[src/rtl/load_store_unit_if.sv]
// Data-memory bus between the load/store unit (master) and data memory (slave).
// Request is held until mem_gnt; read data returns later on mem_rvalid.
interface load_store_unit_if #(
  parameter int unsigned DATA_WIDTH = 32
);
  localparam int unsigned BE_W = DATA_WIDTH / 8;

  logic                  mem_req;
  logic                  mem_we;
  logic [DATA_WIDTH-1:0] mem_addr;
  logic [BE_W-1:0]       mem_be;
  logic [DATA_WIDTH-1:0] mem_wdata;
  logic                  mem_gnt;
  logic                  mem_rvalid;
  logic [DATA_WIDTH-1:0] mem_rdata;

  modport master (
    output mem_req, mem_we, mem_addr, mem_be, mem_wdata,
    input  mem_gnt, mem_rvalid, mem_rdata
  );

  modport slave (
    input  mem_req, mem_we, mem_addr, mem_be, mem_wdata,
    output mem_gnt, mem_rvalid, mem_rdata
  );
endinterface

[src/rtl/load_store_unit.sv]
// Memory-access stage: issues one load/store per request over req/gnt/rvalid,
// formats load data for writeback and rejects misaligned/illegal accesses.
module load_store_unit #(
  parameter int unsigned DATA_WIDTH = 32
) (
  input  logic                  clk,
  input  logic                  rst_n,
  input  logic                  req_valid,
  output logic                  req_ready,
  input  logic                  mem_write,
  input  logic [2:0]            funct3,
  input  logic [DATA_WIDTH-1:0] addr,
  input  logic [DATA_WIDTH-1:0] store_data,
  input  logic [4:0]            rd_in,
  output logic                  busy,
  output logic                  resp_valid,
  output logic [DATA_WIDTH-1:0] load_data,
  output logic [4:0]            rd_out,
  output logic                  store_done,
  output logic                  fault,
  load_store_unit_if.master     bus
);

  localparam int unsigned BE_W = DATA_WIDTH / 8;
  localparam int unsigned RD_W = 5;

  typedef enum logic [1:0] {
    S_IDLE = 2'd0,
    S_REQ  = 2'd1,
    S_WAIT = 2'd2
  } state_t;

  state_t state_q, state_d;

  logic                  busy_q, busy_d;
  logic                  resp_valid_q, resp_valid_d;
  logic [DATA_WIDTH-1:0] load_data_q, load_data_d;
  logic [RD_W-1:0]       rd_out_q, rd_out_d;
  logic                  store_done_q, store_done_d;
  logic                  fault_q, fault_d;
  logic                  mem_req_q, mem_req_d;
  logic                  mem_we_q, mem_we_d;
  logic [DATA_WIDTH-1:0] mem_addr_q, mem_addr_d;
  logic [BE_W-1:0]       mem_be_q, mem_be_d;
  logic [DATA_WIDTH-1:0] mem_wdata_q, mem_wdata_d;
  logic [2:0]            funct3_q, funct3_d;
  logic [1:0]            off_q, off_d;
  logic [RD_W-1:0]       rd_q, rd_d;

  logic                  reject_c;
  logic [BE_W-1:0]       be_c;
  logic [DATA_WIDTH-1:0] wdata_c;
  logic [DATA_WIDTH-1:0] load_fmt_c;
  logic [7:0]            byte_c;
  logic [15:0]           half_c;

  // Request check: misaligned halves/words, reserved widths, unsigned stores
  always_comb begin
    reject_c = 1'b0;
    if ((funct3[1:0] == 2'b01) && addr[0])            reject_c = 1'b1;
    if ((funct3[1:0] == 2'b10) && (addr[1:0] != 2'b00)) reject_c = 1'b1;
    if ((funct3 == 3'b011) || (funct3[2:1] == 2'b11))  reject_c = 1'b1;
    if (mem_write && funct3[2])                        reject_c = 1'b1;
  end

  // Lane placement of byte enables and replicated store data
  always_comb begin
    be_c    = {BE_W{1'b1}};
    wdata_c = store_data;
    case (funct3[1:0])
      2'b00: begin
        be_c    = BE_W'(4'b0001 << addr[1:0]);
        wdata_c = {4{store_data[7:0]}};
      end
      2'b01: begin
        be_c    = BE_W'(4'b0011 << {addr[1], 1'b0});
        wdata_c = {2{store_data[15:0]}};
      end
      default: begin
        be_c    = {BE_W{1'b1}};
        wdata_c = store_data;
      end
    endcase
    if (!mem_write) wdata_c = '0;
  end

  // Load lane select and extension, using the offset captured at accept
  always_comb begin
    byte_c = bus.mem_rdata[7:0];
    case (off_q)
      2'b00:   byte_c = bus.mem_rdata[7:0];
      2'b01:   byte_c = bus.mem_rdata[15:8];
      2'b10:   byte_c = bus.mem_rdata[23:16];
      default: byte_c = bus.mem_rdata[31:24];
    endcase
    half_c = off_q[1] ? bus.mem_rdata[31:16] : bus.mem_rdata[15:0];
    case (funct3_q)
      3'b000:  load_fmt_c = {{(DATA_WIDTH-8){byte_c[7]}}, byte_c};
      3'b001:  load_fmt_c = {{(DATA_WIDTH-16){half_c[15]}}, half_c};
      3'b100:  load_fmt_c = {{(DATA_WIDTH-8){1'b0}}, byte_c};
      3'b101:  load_fmt_c = {{(DATA_WIDTH-16){1'b0}}, half_c};
      default: load_fmt_c = bus.mem_rdata;
    endcase
  end

  // Next-state and next-output decode
  always_comb begin
    state_d      = state_q;
    resp_valid_d = 1'b0;
    store_done_d = 1'b0;
    fault_d      = 1'b0;
    load_data_d  = load_data_q;
    rd_out_d     = rd_out_q;
    mem_we_d     = mem_we_q;
    mem_addr_d   = mem_addr_q;
    mem_be_d     = mem_be_q;
    mem_wdata_d  = mem_wdata_q;
    funct3_d     = funct3_q;
    off_d        = off_q;
    rd_d         = rd_q;

    case (state_q)
      S_IDLE: begin
        if (req_valid) begin
          if (reject_c) begin
            fault_d = 1'b1;
          end else begin
            mem_we_d    = mem_write;
            mem_addr_d  = {addr[DATA_WIDTH-1:2], 2'b00};
            mem_be_d    = be_c;
            mem_wdata_d = wdata_c;
            funct3_d    = funct3;
            off_d       = addr[1:0];
            rd_d        = rd_in;
            state_d     = S_REQ;
          end
        end
      end
      S_REQ: begin
        if (bus.mem_gnt) begin
          if (mem_we_q) begin
            store_done_d = 1'b1;
            state_d      = S_IDLE;
          end else begin
            state_d = S_WAIT;
          end
        end
      end
      S_WAIT: begin
        if (bus.mem_rvalid) begin
          load_data_d  = load_fmt_c;
          rd_out_d     = rd_q;
          resp_valid_d = 1'b1;
          state_d      = S_IDLE;
        end
      end
      default: state_d = S_IDLE;
    endcase

    mem_req_d = (state_d == S_REQ);
    busy_d    = (state_d != S_IDLE);
  end

  always_ff @(posedge clk or negedge rst_n) begin
    if (!rst_n) begin
      state_q      <= S_IDLE;
      busy_q       <= 1'b0;
      resp_valid_q <= 1'b0;
      load_data_q  <= '0;
      rd_out_q     <= '0;
      store_done_q <= 1'b0;
      fault_q      <= 1'b0;
      mem_req_q    <= 1'b0;
      mem_we_q     <= 1'b0;
      mem_addr_q   <= '0;
      mem_be_q     <= '0;
      mem_wdata_q  <= '0;
      funct3_q     <= '0;
      off_q        <= '0;
      rd_q         <= '0;
    end else begin
      state_q      <= state_d;
      busy_q       <= busy_d;
      resp_valid_q <= resp_valid_d;
      load_data_q  <= load_data_d;
      rd_out_q     <= rd_out_d;
      store_done_q <= store_done_d;
      fault_q      <= fault_d;
      mem_req_q    <= mem_req_d;
      mem_we_q     <= mem_we_d;
      mem_addr_q   <= mem_addr_d;
      mem_be_q     <= mem_be_d;
      mem_wdata_q  <= mem_wdata_d;
      funct3_q     <= funct3_d;
      off_q        <= off_d;
      rd_q         <= rd_d;
    end
  end

  assign req_ready     = (state_q == S_IDLE);
  assign busy          = busy_q;
  assign resp_valid    = resp_valid_q;
  assign load_data     = load_data_q;
  assign rd_out        = rd_out_q;
  assign store_done    = store_done_q;
  assign fault         = fault_q;
  assign bus.mem_req   = mem_req_q;
  assign bus.mem_we    = mem_we_q;
  assign bus.mem_addr  = mem_addr_q;
  assign bus.mem_be    = mem_be_q;
  assign bus.mem_wdata = mem_wdata_q;

endmodule

[src/flat_wrapper.sv]
// flat-port wrapper written by rule: the top's interface ports become plain ports
module load_store_unit_flat 
#(
  parameter int unsigned DATA_WIDTH = 32
)
  (clk, rst_n, req_valid, req_ready, mem_write, funct3, addr, store_data, rd_in, busy, resp_valid, load_data, rd_out, store_done, fault, bus_mem_req, bus_mem_we, bus_mem_addr, bus_mem_be, bus_mem_wdata, bus_mem_gnt, bus_mem_rvalid, bus_mem_rdata);
  load_store_unit_if #(.DATA_WIDTH(DATA_WIDTH)) bus_i ();
  input  logic clk;
  input  logic rst_n;
  input  logic req_valid;
  output logic req_ready;
  input  logic mem_write;
  input  logic [2:0] funct3;
  input  logic [DATA_WIDTH-1:0] addr;
  input  logic [DATA_WIDTH-1:0] store_data;
  input  logic [4:0] rd_in;
  output logic busy;
  output logic resp_valid;
  output logic [DATA_WIDTH-1:0] load_data;
  output logic [4:0] rd_out;
  output logic store_done;
  output logic fault;
  output wire logic [$bits(bus_i.mem_req)-1:0] bus_mem_req;
  output wire logic [$bits(bus_i.mem_we)-1:0] bus_mem_we;
  output wire logic [$bits(bus_i.mem_addr)-1:0] bus_mem_addr;
  output wire logic [$bits(bus_i.mem_be)-1:0] bus_mem_be;
  output wire logic [$bits(bus_i.mem_wdata)-1:0] bus_mem_wdata;
  input wire logic [$bits(bus_i.mem_gnt)-1:0] bus_mem_gnt;
  input wire logic [$bits(bus_i.mem_rvalid)-1:0] bus_mem_rvalid;
  input wire logic [$bits(bus_i.mem_rdata)-1:0] bus_mem_rdata;
  assign bus_mem_req = bus_i.mem_req;
  assign bus_mem_we = bus_i.mem_we;
  assign bus_mem_addr = bus_i.mem_addr;
  assign bus_mem_be = bus_i.mem_be;
  assign bus_mem_wdata = bus_i.mem_wdata;
  assign bus_i.mem_gnt = bus_mem_gnt;
  assign bus_i.mem_rvalid = bus_mem_rvalid;
  assign bus_i.mem_rdata = bus_mem_rdata;
  load_store_unit #(.DATA_WIDTH(DATA_WIDTH)) u_core (.clk(clk), .rst_n(rst_n), .req_valid(req_valid), .req_ready(req_ready), .mem_write(mem_write), .funct3(funct3), .addr(addr), .store_data(store_data), .rd_in(rd_in), .busy(busy), .resp_valid(resp_valid), .load_data(load_data), .rd_out(rd_out), .store_done(store_done), .fault(fault), .bus(bus_i));
endmodule
[config.mk]
export PLATFORM = sky130hd
export DESIGN_NAME = load_store_unit_flat
export DESIGN_NICKNAME = d
export VERILOG_FILES = /design/src/rtl/load_store_unit_if.sv /design/src/rtl/load_store_unit.sv /design/src/flat_wrapper.sv
export SDC_FILE = /design/constraint.sdc
export NUM_CORES = 1
export LEC_CHECK = 0
export CORE_AREA = 4 4 104 131
export CTS_BUF_LIST = sky130_fd_sc_hd__clkbuf_2
export CTS_CLUSTER_DIAMETER = 50
export DETAILED_ROUTE_END_ITERATION = 7
export DIE_AREA = 0 0 108 135
export PLACE_DENSITY = 0.82
export SETUP_SLACK_MARGIN = 0.02
export SLEW_MARGIN = 20
export SYNTH_ARGS = -nofsm -noshare
export SYNTH_HDL_FRONTEND = slang
export SYNTH_SLANG_ARGS = --single-unit
[constraint.sdc]
create_clock -name clk -period 2.3 [get_ports clk]
set_clock_uncertainty 0.2 [all_clocks]
set_input_delay 0.46 -clock clk [delete_from_list [all_inputs] [get_ports clk]]
set_output_delay 0.46 -clock clk [all_outputs]
set_load 0.1 [all_outputs]
==> run metrics <==
status=complete, no violations; CTS tree=built; initial antenna violation count=0; final worst slack=between 0.15 and 0.2 ns; FF-to-FF path depth=4; die extent in x=between 100 and 150 µm; Worst setup SP type=register; WS Path Type=reg2out; H-tree levels=4; design area=about 8000 µm²; worst slack at placement=-0.1744 ns; Pre-Repair DR Iteration Count=4; PostCTS Resize Cnt=0; root buffer cell=clkbuf_2; min cycle time layout=approximately 2.1 ns; CTS buffer count=17; RSZ-0062 raised after global routing=no; RR Endpoint=u_core.load_data[2]; Mapped Area=5482 µm²; # setup viols final=0; share of the synthesized area in the top cell type=between 50% and 60%; grt total ovfl=0; FILL cells=about 1000; Post-Syn Instances=approximately 530; later-pin clock latency in the skew report=between 0.6 and 0.7 ns; wirelength, routed=16400 µm; via count=a little under 5000; fmax=0.4741 GHz; Placeable Area=between 10000 and 15000 µm²; Max FO, Critical Path=3; pin count of the biggest net entering global routing=43; WL/cell=17.45 µm; GPL Wtd Cong=roughly 0.87; Nets=slightly below 900; max_cap viols=0; vias in the first global route=~5100; Critical Path, Cell by Cell=nor2_4 -> buf_12; DP Wirelength=12800 µm; All-Layer GR Usage=a little under a quarter; FP Rows=46; num ports=about 220; Final Max Slew Viols=0; Crit. End Element=output pin; Reg2Reg Launch Point=u_core.funct3_q[0]; chip height=between 100 and 150 µm; HP Class=in2async; Via density=approximately 5; final hold vios=0; drt first-iter violations=194; area leader, netlist=dfrtp_1; Avg Inst Size Synth=approximately 10 µm²; GR peak layer=met2; Tcrit/Tclk final=between 90% and 100%; routing usage on met3=under 10%; commonest non-fill, non-tap cells in the layout=buf_4 (135), nand2_1 (134), dfrtp_1 (121); Critical Path AT=1.45 ns; area post-placement=between 7000 and 8000 µm²; Slowest cell on crit path=dfrtp_1; most common cell after layout, fill and taps aside=buf_4; register area share after synthesis=55.24%; critical path required time=1.64 ns; fin cells=940; distinct cell type count after synthesis=32; Yosys warnings=0; Least-Margin Pin Slew=0.5758 ns; Placed Cells=slightly above 900; die area=approximately 15000 µm²; Final ANT Viol Nets=0; Starting Density=between 40 and 50%; grt met1 use=25.37%; reg2reg setup slack=around 0.27 ns; relative slew slack=between 60% and 70%; DRC Markers=0; first-pass GRT wire length=between 20000 and 30000 µm; TNS Setup=0 ns; Antenna diodes=0; met2 usage=between 40% and 50%; Max clock buf depth=2; CTS sink count=around 120; clk slew on worst S/H paths=roughly 0.2 ns; synth top area cells=dfrtp_1 (55%), nand2_1 (9.2%), mux2_1 (8.2%); worst stage delay on the critical path=~0.45 ns; share of cells above drive strength 1=between 20% and 30%; Synth Register Bits=~120; number of buffers added on ports=about 220; area delta synth->final=46.25%
==> worst max-delay path by stage <==
stage	startpoint	to	slack, ns	cells past startpoint
after floorplan	u_core.state_q[1]	u_core.bus.mem_we	0.24	4
after global placement	funct3[0]	u_core.bus.mem_wdata[5]	-0.06	7
after detailed placement	addr[0]	u_core.bus.mem_wdata[15]	-0.17	7
after CTS	u_core.state_q[0]	req_ready	0.04	2
after global routing	u_core.state_q[1]	req_ready	0.07	2
final	u_core.state_q[1]	req_ready	0.19	2
==> cells by family (layout without fill, tap and decap cells) <==
family	Yosys count	after routing	share of synthesized area [%]
other	1	2	0.06841
buffers and inverters	44	288	3.743
multiplexers	81	81	16.30
flip-flops	121	121	55.24
AO/OA/AOI/OAI	91	91	10.09
AND/OR/NAND/NOR	189	189	14.56
==> worst max-delay path, delay by kind of cell (launching register included) <==
family	cells	cell delay [ns]
flops	1	0.45
buf+inv	1	0.19
simple gates	1	0.16
==> routing by layer <==
layer / routed length, µm / part of all wire, %
met5: 0 / 0
met4: 401 / 2.4
met3: 1513 / 9.2
met2: 8491 / 52
met1: 5992 / 37
==> through the flow <==
stage	utilization (%)	hold WS [ns]
after floorplan	-	-0.03559
after global placement	62.10	0.2512
after detailed placement	62.10	0.2590
after CTS	64.13	0.06548
after global routing	64.19	0.1015
final	64.19	0.1187
==> final cells by class <==
| cell class | instances | area (µm²) | area share (%) |
|---|---|---|---|
| clock inverter | 14 | 157.7 | 1.967 |
| sequential | 121 | 3028 | 37.77 |
| inverter | 6 | 22.52 | 0.2809 |
| clock buffer | 17 | 85.08 | 1.061 |
| multi-input combinational | 363 | 2268 | 28.30 |
| tap | 168 | 210.2 | 2.622 |
| timing repair buffer | 251 | 2245 | 28.00 |
==> cell usage after synthesis, drive strengths merged <==
master   count
dfrtp      121
nand3       33
a221oi       1
conb         1
a2bb2o       6
o21ai       63
o211ai       1
a22oi        9
nand2      134
nor4         1
or2          3
nor2         5
clkbuf      16
a2111o       1
o2bb2ai      1
o211a        1
a21oi        5
a311o        1
nor3         1
nand2b      11
o32ai        1
inv          6
buf         22
nor2b        1
o22a         1
mux2        66
mux2i       15
==> sequential cells by signal (all words and copies together), names as in the netlist, 3 cells and up <==
signal,cells
u_core.bus.mem_addr,30
u_core.funct3_q,3
u_core.load_data,32
u_core.rd_out,5
u_core.bus.mem_be,4
u_core.rd_q,5
u_core.bus.mem_wdata,32
==> repair_timing <==
item                                    in CTS  in global routing
hold buffers                                 1                  0
endpoints found under the setup margin       1                  1
endpoints found under the hold margin      102                  0
pin swaps                                    1                  1
buffers inserted                             0                  1
Power is not shown: default switching activity piles up to over one toggle a cycle in this logic, so the estimate is an artifact.
